===== config.mk =====
export PLATFORM = sky130hd
export DESIGN_NAME = count_sequencer
export DESIGN_NICKNAME = d
export VERILOG_FILES = /design/src/rtl/count_sequencer_pkg.sv /design/src/rtl/updown_core.sv /design/src/rtl/count_sequencer.sv
export SDC_FILE = /design/constraint.sdc
export NUM_CORES = 1
export LEC_CHECK = 0
export ABC_AREA = 0
export BUFFER_PORTS_ARGS = -buffer_cell sky130_fd_sc_hd__buf_2
export CORE_MARGIN = 1.5
export CORE_UTILIZATION = 38
export DETAILED_ROUTE_END_ITERATION = 8
export SETUP_SLACK_MARGIN = 0.05
export SYNTH_ARGS = -nofsm -noshare
export SYNTH_HDL_FRONTEND = slang
export SYNTH_SLANG_ARGS = --single-unit

===== constraint.sdc =====
create_clock -name clk -period 2.5 [get_ports clk]
set_clock_uncertainty 0.1 [all_clocks]
set_input_delay 0.5 -clock clk [delete_from_list [all_inputs] [get_ports clk]]
set_output_delay 0.5 -clock clk [all_outputs]
set_load 0.01 [all_outputs]

===== src/rtl/count_sequencer_pkg.sv =====
// Shared definitions for the count sequencer slice.
//   seq_state_t   : sequencer FSM states (IDLE / RUN / DONE)
//   DIR_UP/DOWN   : direction encoding shared by cmd_dir and updown_core.dir
//   DEFAULT_WIDTH : default counter width in bits
package count_sequencer_pkg;

   localparam int unsigned DEFAULT_WIDTH = 4;

   localparam logic DIR_UP   = 1'b0;
   localparam logic DIR_DOWN = 1'b1;

   typedef enum logic [1:0] {
      S_IDLE = 2'd0,
      S_RUN  = 2'd1,
      S_DONE = 2'd2
   } seq_state_t;

endpackage


===== src/rtl/updown_core.sv =====
// WIDTH-bit synchronous up/down counter with parallel load.
//   clk      : rising-edge clock
//   rst_n    : synchronous active-low reset, clears q
//   load     : load load_val into q (takes priority over en)
//   load_val : preload value
//   en       : step q by one in the direction given by dir
//   dir      : DIR_UP (+1) or DIR_DOWN (-1), wraps modulo 2^WIDTH
//   q        : counter value
module updown_core
   import count_sequencer_pkg::*;
#(
   parameter int unsigned WIDTH = DEFAULT_WIDTH
) (
   input  logic             clk,
   input  logic             rst_n,
   input  logic             load,
   input  logic [WIDTH-1:0] load_val,
   input  logic             en,
   input  logic             dir,
   output logic [WIDTH-1:0] q
);

   always_ff @(posedge clk) begin
      if (!rst_n) begin
         q <= '0;
      end else if (load) begin
         q <= load_val;
      end else if (en) begin
         q <= (dir == DIR_DOWN) ? q - WIDTH'(1) : q + WIDTH'(1);
      end
   end

endmodule


===== src/rtl/count_sequencer.sv =====
// Command-driven count sequencer: preloads a counter with cmd_start and
// steps it up or down each un-held cycle until it reaches cmd_target,
// then emits a one-cycle done pulse.
//   clk        : rising-edge clock
//   rst_n      : synchronous active-low reset
//   cmd_valid  : command request
//   cmd_ready  : command accept (high in IDLE)
//   cmd_dir    : 0 = up, 1 = down
//   cmd_start  : preload value
//   cmd_target : stop value
//   hold       : pause stepping while in RUN
//   abort      : cancel the running sequence (beats hold and completion)
//   cnt        : current count
//   busy       : high in RUN
//   done       : one-cycle completion pulse
module count_sequencer
   import count_sequencer_pkg::*;
#(
   parameter int unsigned WIDTH = DEFAULT_WIDTH
) (
   input  logic             clk,
   input  logic             rst_n,
   input  logic             cmd_valid,
   output logic             cmd_ready,
   input  logic             cmd_dir,
   input  logic [WIDTH-1:0] cmd_start,
   input  logic [WIDTH-1:0] cmd_target,
   input  logic             hold,
   input  logic             abort,
   output logic [WIDTH-1:0] cnt,
   output logic             busy,
   output logic             done
);

   seq_state_t       state;
   seq_state_t       state_nxt;
   logic             dir_q;
   logic [WIDTH-1:0] target_q;
   logic             load;
   logic             en;
   logic [WIDTH-1:0] step_val;

   updown_core #(
      .WIDTH (WIDTH)
   ) u_core (
      .clk      (clk),
      .rst_n    (rst_n),
      .load     (load),
      .load_val (cmd_start),
      .en       (en),
      .dir      (dir_q),
      .q        (cnt)
   );

   // Value the counter will hold after this cycle's step, used to decide
   // completion on the same edge as the final step.
   assign step_val = (dir_q == DIR_DOWN) ? cnt - WIDTH'(1) : cnt + WIDTH'(1);

   always_ff @(posedge clk) begin
      if (!rst_n) begin
         state    <= S_IDLE;
         dir_q    <= DIR_UP;
         target_q <= '0;
      end else begin
         state <= state_nxt;
         if (load) begin
            dir_q    <= cmd_dir;
            target_q <= cmd_target;
         end
      end
   end

   always_comb begin
      state_nxt = state;
      load      = 1'b0;
      en        = 1'b0;
      case (state)
         S_IDLE: begin
            if (cmd_valid) begin
               load      = 1'b1;
               state_nxt = (cmd_start == cmd_target) ? S_DONE : S_RUN;
            end
         end
         S_RUN: begin
            if (abort) begin
               state_nxt = S_IDLE;
            end else if (!hold) begin
               en = 1'b1;
               if (step_val == target_q) begin
                  state_nxt = S_DONE;
               end
            end
         end
         S_DONE: begin
            state_nxt = S_IDLE;
         end
         default: begin
            state_nxt = S_IDLE;
         end
      endcase
   end

   // Outputs are forced to their idle values while rst_n is low so that a
   // sequence interrupted by reset never shows busy or a done pulse.
   assign cmd_ready = (state == S_IDLE) || !rst_n;
   assign busy      = (state == S_RUN)  &&  rst_n;
   assign done      = (state == S_DONE) &&  rst_n;

endmodule


# Word-level counts from Yosys, hierarchy flattened

Index checks and enable logic that the tools add are counted.

Logic and storage cells: 34
Bits in registers: 11
Input bits: 14
Output and inout bits: 7

Add/sub/neg operators: 2
Reductions and logical operators: 7
Eq/ne operators: 7
Muxes and demuxes: 14

Operators by type and width:

| kind                                             | count |
|---|---|
| two-way mux 4 bit                                | 3 |
| two-way mux 2 bit                                | 5 |
| == test 4 bit                                    | 2 |
| inequality test 3 bit, second input constant     | 2 |
| two-way mux 1 bit                                | 5 |
| adder 4 x 1 -> 4 bit, second input constant      | 1 |
| one-hot mux 2 bit (2 select lines)               | 1 |
| subtractor 4 x 1 -> 4 bit, second input constant | 1 |
| AND reduction 3 bit                              | 1 |
| == test 2 x 1 -> 1 bit, second input constant    | 1 |
| == test 2 bit, second input constant             | 1 |
| logical AND 1 bit                                | 2 |
| logical NOT 2 bit                                | 1 |
| inequality test 2 bit, second input constant     | 1 |
| nonzero test 2 bit                               | 1 |
| logical NOT 1 bit                                | 1 |
| logical OR 1 bit                                 | 1 |

# Longest topological paths before layout

Depth after elaboration: 7
Gate-level depth with buffers: 5
Gate-level depth less buffers: 5

# Cells and area by module

From an unflattened synthesis, not the netlist that was laid out.

Cell total of the unflattened synthesis: 92
Area total of the unflattened synthesis: 810.8 sq um

By module, submodules not included:

| module          | cells an instance | area an instance (sq um) | times used | seq. area each (sq um) |
|---|---|---|---|---|
| count_sequencer | 58                | 508.0                    | 1          | 140.1 |
| updown_core     | 34                | 302.8                    | 1          | 80.1 |

# Least setup slack after synthesis

OpenSTA, ideal clock, no wires.

Path kind: register -> register
Start: reg u_core.q[0]
End: reg state[1]
Stages on the path, launching flop included: 6
Clock period less this slack: 1.945 ns
Library setup time: 0.070 ns
Arrival: 1.775 ns
Path buffers: 0
Path slack: 0.555 ns
Required time: 2.330 ns
Cells stage by stage: dfxtp_1 -> fa_1 -> xor3_1 -> nor4_1 -> o211ai_1 -> a21oi_1

Word-level cells in the longest chain between the ends: 5
Elaborated cells between the ends (all ways): 6
Those cells by class: add/sub: 2; eq/ne: 2; mux: 1; reduce/logical: 1

RTL lines:

| what                                                              | line                  | source |
|---|---|---|
| from (decl)                                                       | updown_core.sv:20     | `output logic [WIDTH-1:0] q` |
| from (signal assigned)                                            | updown_core.sv:27     | `q <= load_val;` |
| from (signal assigned)                                            | updown_core.sv:29     | `q <= (dir == DIR_DOWN) ? q - WIDTH'(1) : q + WIDTH'(1);` |
| adder 4 x 1 -> 4 bit or subtractor 4 x 1 -> 4 bit (tied branches) | count_sequencer.sv:57 | `assign step_val = (dir_q == DIR_DOWN) ? cnt - WIDTH'(1) : cnt + WIDTH'(1);` |
| two-way mux 4 bit *                                               | count_sequencer.sv:57 |  |
| == test 4 bit *                                                   | count_sequencer.sv:89 | `if (step_val == target_q) begin` |
| inequality test 3 bit (no source line) *                          | n/a                   |  |
| AND reduction 3 bit (no source line) *                            | n/a                   |  |
| to (signal assigned)                                              | count_sequencer.sv:65 | `state <= state_nxt;` |
| to (decl)                                                         | count_sequencer.sv:35 | `seq_state_t state;` |

Mark *: on every way between the ends. The rest lies on a longest branch, timed or not.
A chain may end at the register's enable or synchronous reset.

# Final worst setup path

Same ends and word-level chain as after synthesis.

==> impl_results.md <==
- Hold Crit Class: in2reg
- CTS tree: yes
- Initial antenna violation count: 0
- Hpwl dp: 1256 um
- Die area: roughly 0.0021 mm^2
- Period minus WS final: 2.078 ns
- Area fraction in and, or, nand and nor cells after synthesis: a little over a quarter
- Net count, final: 122
- GRT Total Usage: 17.44%
- Skew-Pair Late Insertion Delay: about 0.26 ns
- CTS Buf Count: 3
- Starting Density: 40.86%
- Status: finished, final reports clean
- Final Hold Viols: 0
- Iteration-0 DRC Markers: 6
- Mapped Cells: 80
- WP data arrival: between 2 and 2.5 ns
- Placeable Area: ~0.0017 mm^2
- Post-synthesis xor/xnor area fraction: 16.32%
- Clock Tree Buf Depth: 2
- Cells resized by post-CTS repair: 0
- Worst vdd ir: roughly 0.00033 V
- Setup bufs post-CTS: 0
- Final setup fails: 0
- Number of global-route vias before repair: 626
- Max-slew violation count: 0
- Synthesis-to-layout area growth: 23.16%
- Tcrit/Tclk final: 83.14%
- Number of synthesized register bits: 11
- CTS Hold Buffers Added: 0
- IO buf count: 20
- DR vias/cell: 5.070
- Sequential area share after synthesis: 30.88%
- Yosys cell types: 32
- Mapped Area: ~710 um^2
- Num rows: 15
- Clk slew on worst S/H paths: approximately 0.070 ns
- GRT overflow: 0
- Synth Area in Compound Gates: a little under a fifth
- Largest family of logic cells by synthesized area: simple AND/OR/NAND/NOR gates
- Gp weighted congestion: between 0.7 and 0.8
- Layout cells sized above 1: around 29%
- Fmax: 481.1 MHz
- First-pass GRT wire length: approximately 2600 um
- Avg Synthesized Cell Area: 8.915 um^2
- Ant diodes: 0
- H-tree Lvls: 1
- Drt total wl: 1622 um
- Least-Margin Pin Slew: 0.4910 ns
- Crit end category: flop
- Relative slew slack: approximately 67%
- Most common cell after layout, fill and taps aside: buf_2
- Req. time, crit path: 2.60 ns
- Vias: 654
- Largest net degree at the start of global routing: 12
- Kind of critical path: reg2reg
- Ports placed on the boundary: 21
- Portion of netlist area occupied by mux cells: 0%
- Synth Area in Adders: 6.316%
- DRC: 0
- Die Y: roughly 46 um
- Type of origin of the critical path: flop
- Power per cell area: 528.0 mW/mm^2
- Clock root buffer master: clkbuf_4
- Die W: 46.32 um
- Total negative slack: 0 ns
- Max_cap viols: 0
- Final ANT Viol Nets: 0
- TritonCTS Sinks: 11
- Detailed Routing Iterations Pass 1: 4
- RSZ-0062 raised after global routing: no
- Routed WL per cell: 12.57 um
- CP Max Fanout: 5
- WHS: 0.3670 ns
- Syn. warnings: 0
- Leak Pwr: 0.0003642 uW
- Commonest non-fill, non-tap cells in the layout: 20 x buf_2, 14 x nand2_1, 11 x dfxtp_1
- Post-Syn Nets: between 90 and 100
synth_stat cells (all sizes together):
cell type	number	area, um^2
nand2	14	52.55
dfxtp	11	220.2
a21oi	10	50.05
xnor2	6	52.55
nor3b	4	30.03
nor2	3	11.26
a22oi	2	15.01
clkbuf	2	7.510
ha	2	25.02
nor3	2	10.01
o21ai	2	10.01
or2	2	12.52
xor2	2	17.52
a211oi	1	7.510
a21bo	1	10.01
a21o	1	7.510
a311oi	1	15.01
a31oi	1	6.260
and3	1	11.26
fa	1	20.02
inv	1	3.750
nand3	1	5.000
nand3b	1	7.510
nand4	1	6.260
nand4b	1	8.760
nor2b	1	6.260
nor4	1	6.260
nor4b	1	23.77
o211ai	1	7.510
xnor3	1	22.52
xor3	1	23.77
metal layers:
layer	wire [um]	vias up	global-route usage (%)
li1	-	337	-
met3	108	2	5.098
met1	743	294	20.29
met2	757	21	30.56
met4	12	0	5.143
met5	0	-	0
metrics by stage:
step | utilization [%] | std cells | worst slack (ns) | total power, uW | area, um^2
2_1_floorplan | - | 80 | 0.5549 | 301.9 | 713.2
3_3_place_gp | 48.82 | 125 | 0.4921 | 344.4 | 852.1
3_5_place_dp | 48.82 | 125 | 0.4272 | 347.5 | 852.1
4_1_cts | 50.32 | 129 | 0.3856 | 467.4 | 878.3
5_1_grt | 50.32 | 129 | 0.2449 | 493.2 | 878.3
6_report | 50.32 | 129 | 0.4216 | 463.8 | 878.3
sequential cells by signal, indices dropped and copies added (netlist names):
| register | cells |
|---|---|
| state | 2 |
| dir_q | 1 |
| u_core.q | 4 |
| target_q | 4 |
path summary, 6_finish.rpt:
kind	startpoint	end	slack (ns)	cells past startpoint
worst min register to register	target_q[0]	target_q[0]	0.37	2
worst max-delay path	u_core.q[0]	state[1]	0.42	5
worst min-delay path	cmd_dir	dir_q	0.37	3
worst max register to register	u_core.q[0]	state[1]	0.42	5
kinds of logic (layout without fill, tap and decap cells):
| kind of cell | after synthesis | after routing |
|---|---|---|
| AO/OA/AOI/OAI | 20 | 20 |
| XOR/XNOR | 10 | 10 |
| adder cells (fa/ha/maj) | 3 | 3 |
| buffers and inverters | 3 | 27 |
| flip-flops | 11 | 11 |
| AND/OR/NAND/NOR | 33 | 33 |
power breakdown:
group	switching, uW	total (uW)	internal [uW]
Sequential	16.6	206	189
Clock	59.1	121	61.7
Combinational	66.8	137	70.7
Total	143	464	321
final cells by class:
cell class,instances,area (um^2)
sequential,11,220.2
tap,25,31.28
inverter,1,3.754
multi-input combinational,66,481.7
fill,185,867.1
clock buffer,4,26.28
timing repair buffer,22,115.1
critical path: stages (launching register included):
cell	delay (ns)
dfxtp_1	0.38
fa_1	0.49
xor3_1	0.38
nor4_1	0.35
o211ai_1	0.15
a21oi_1	0.16
No activity file was read; power rests on OpenSTA's default activity.
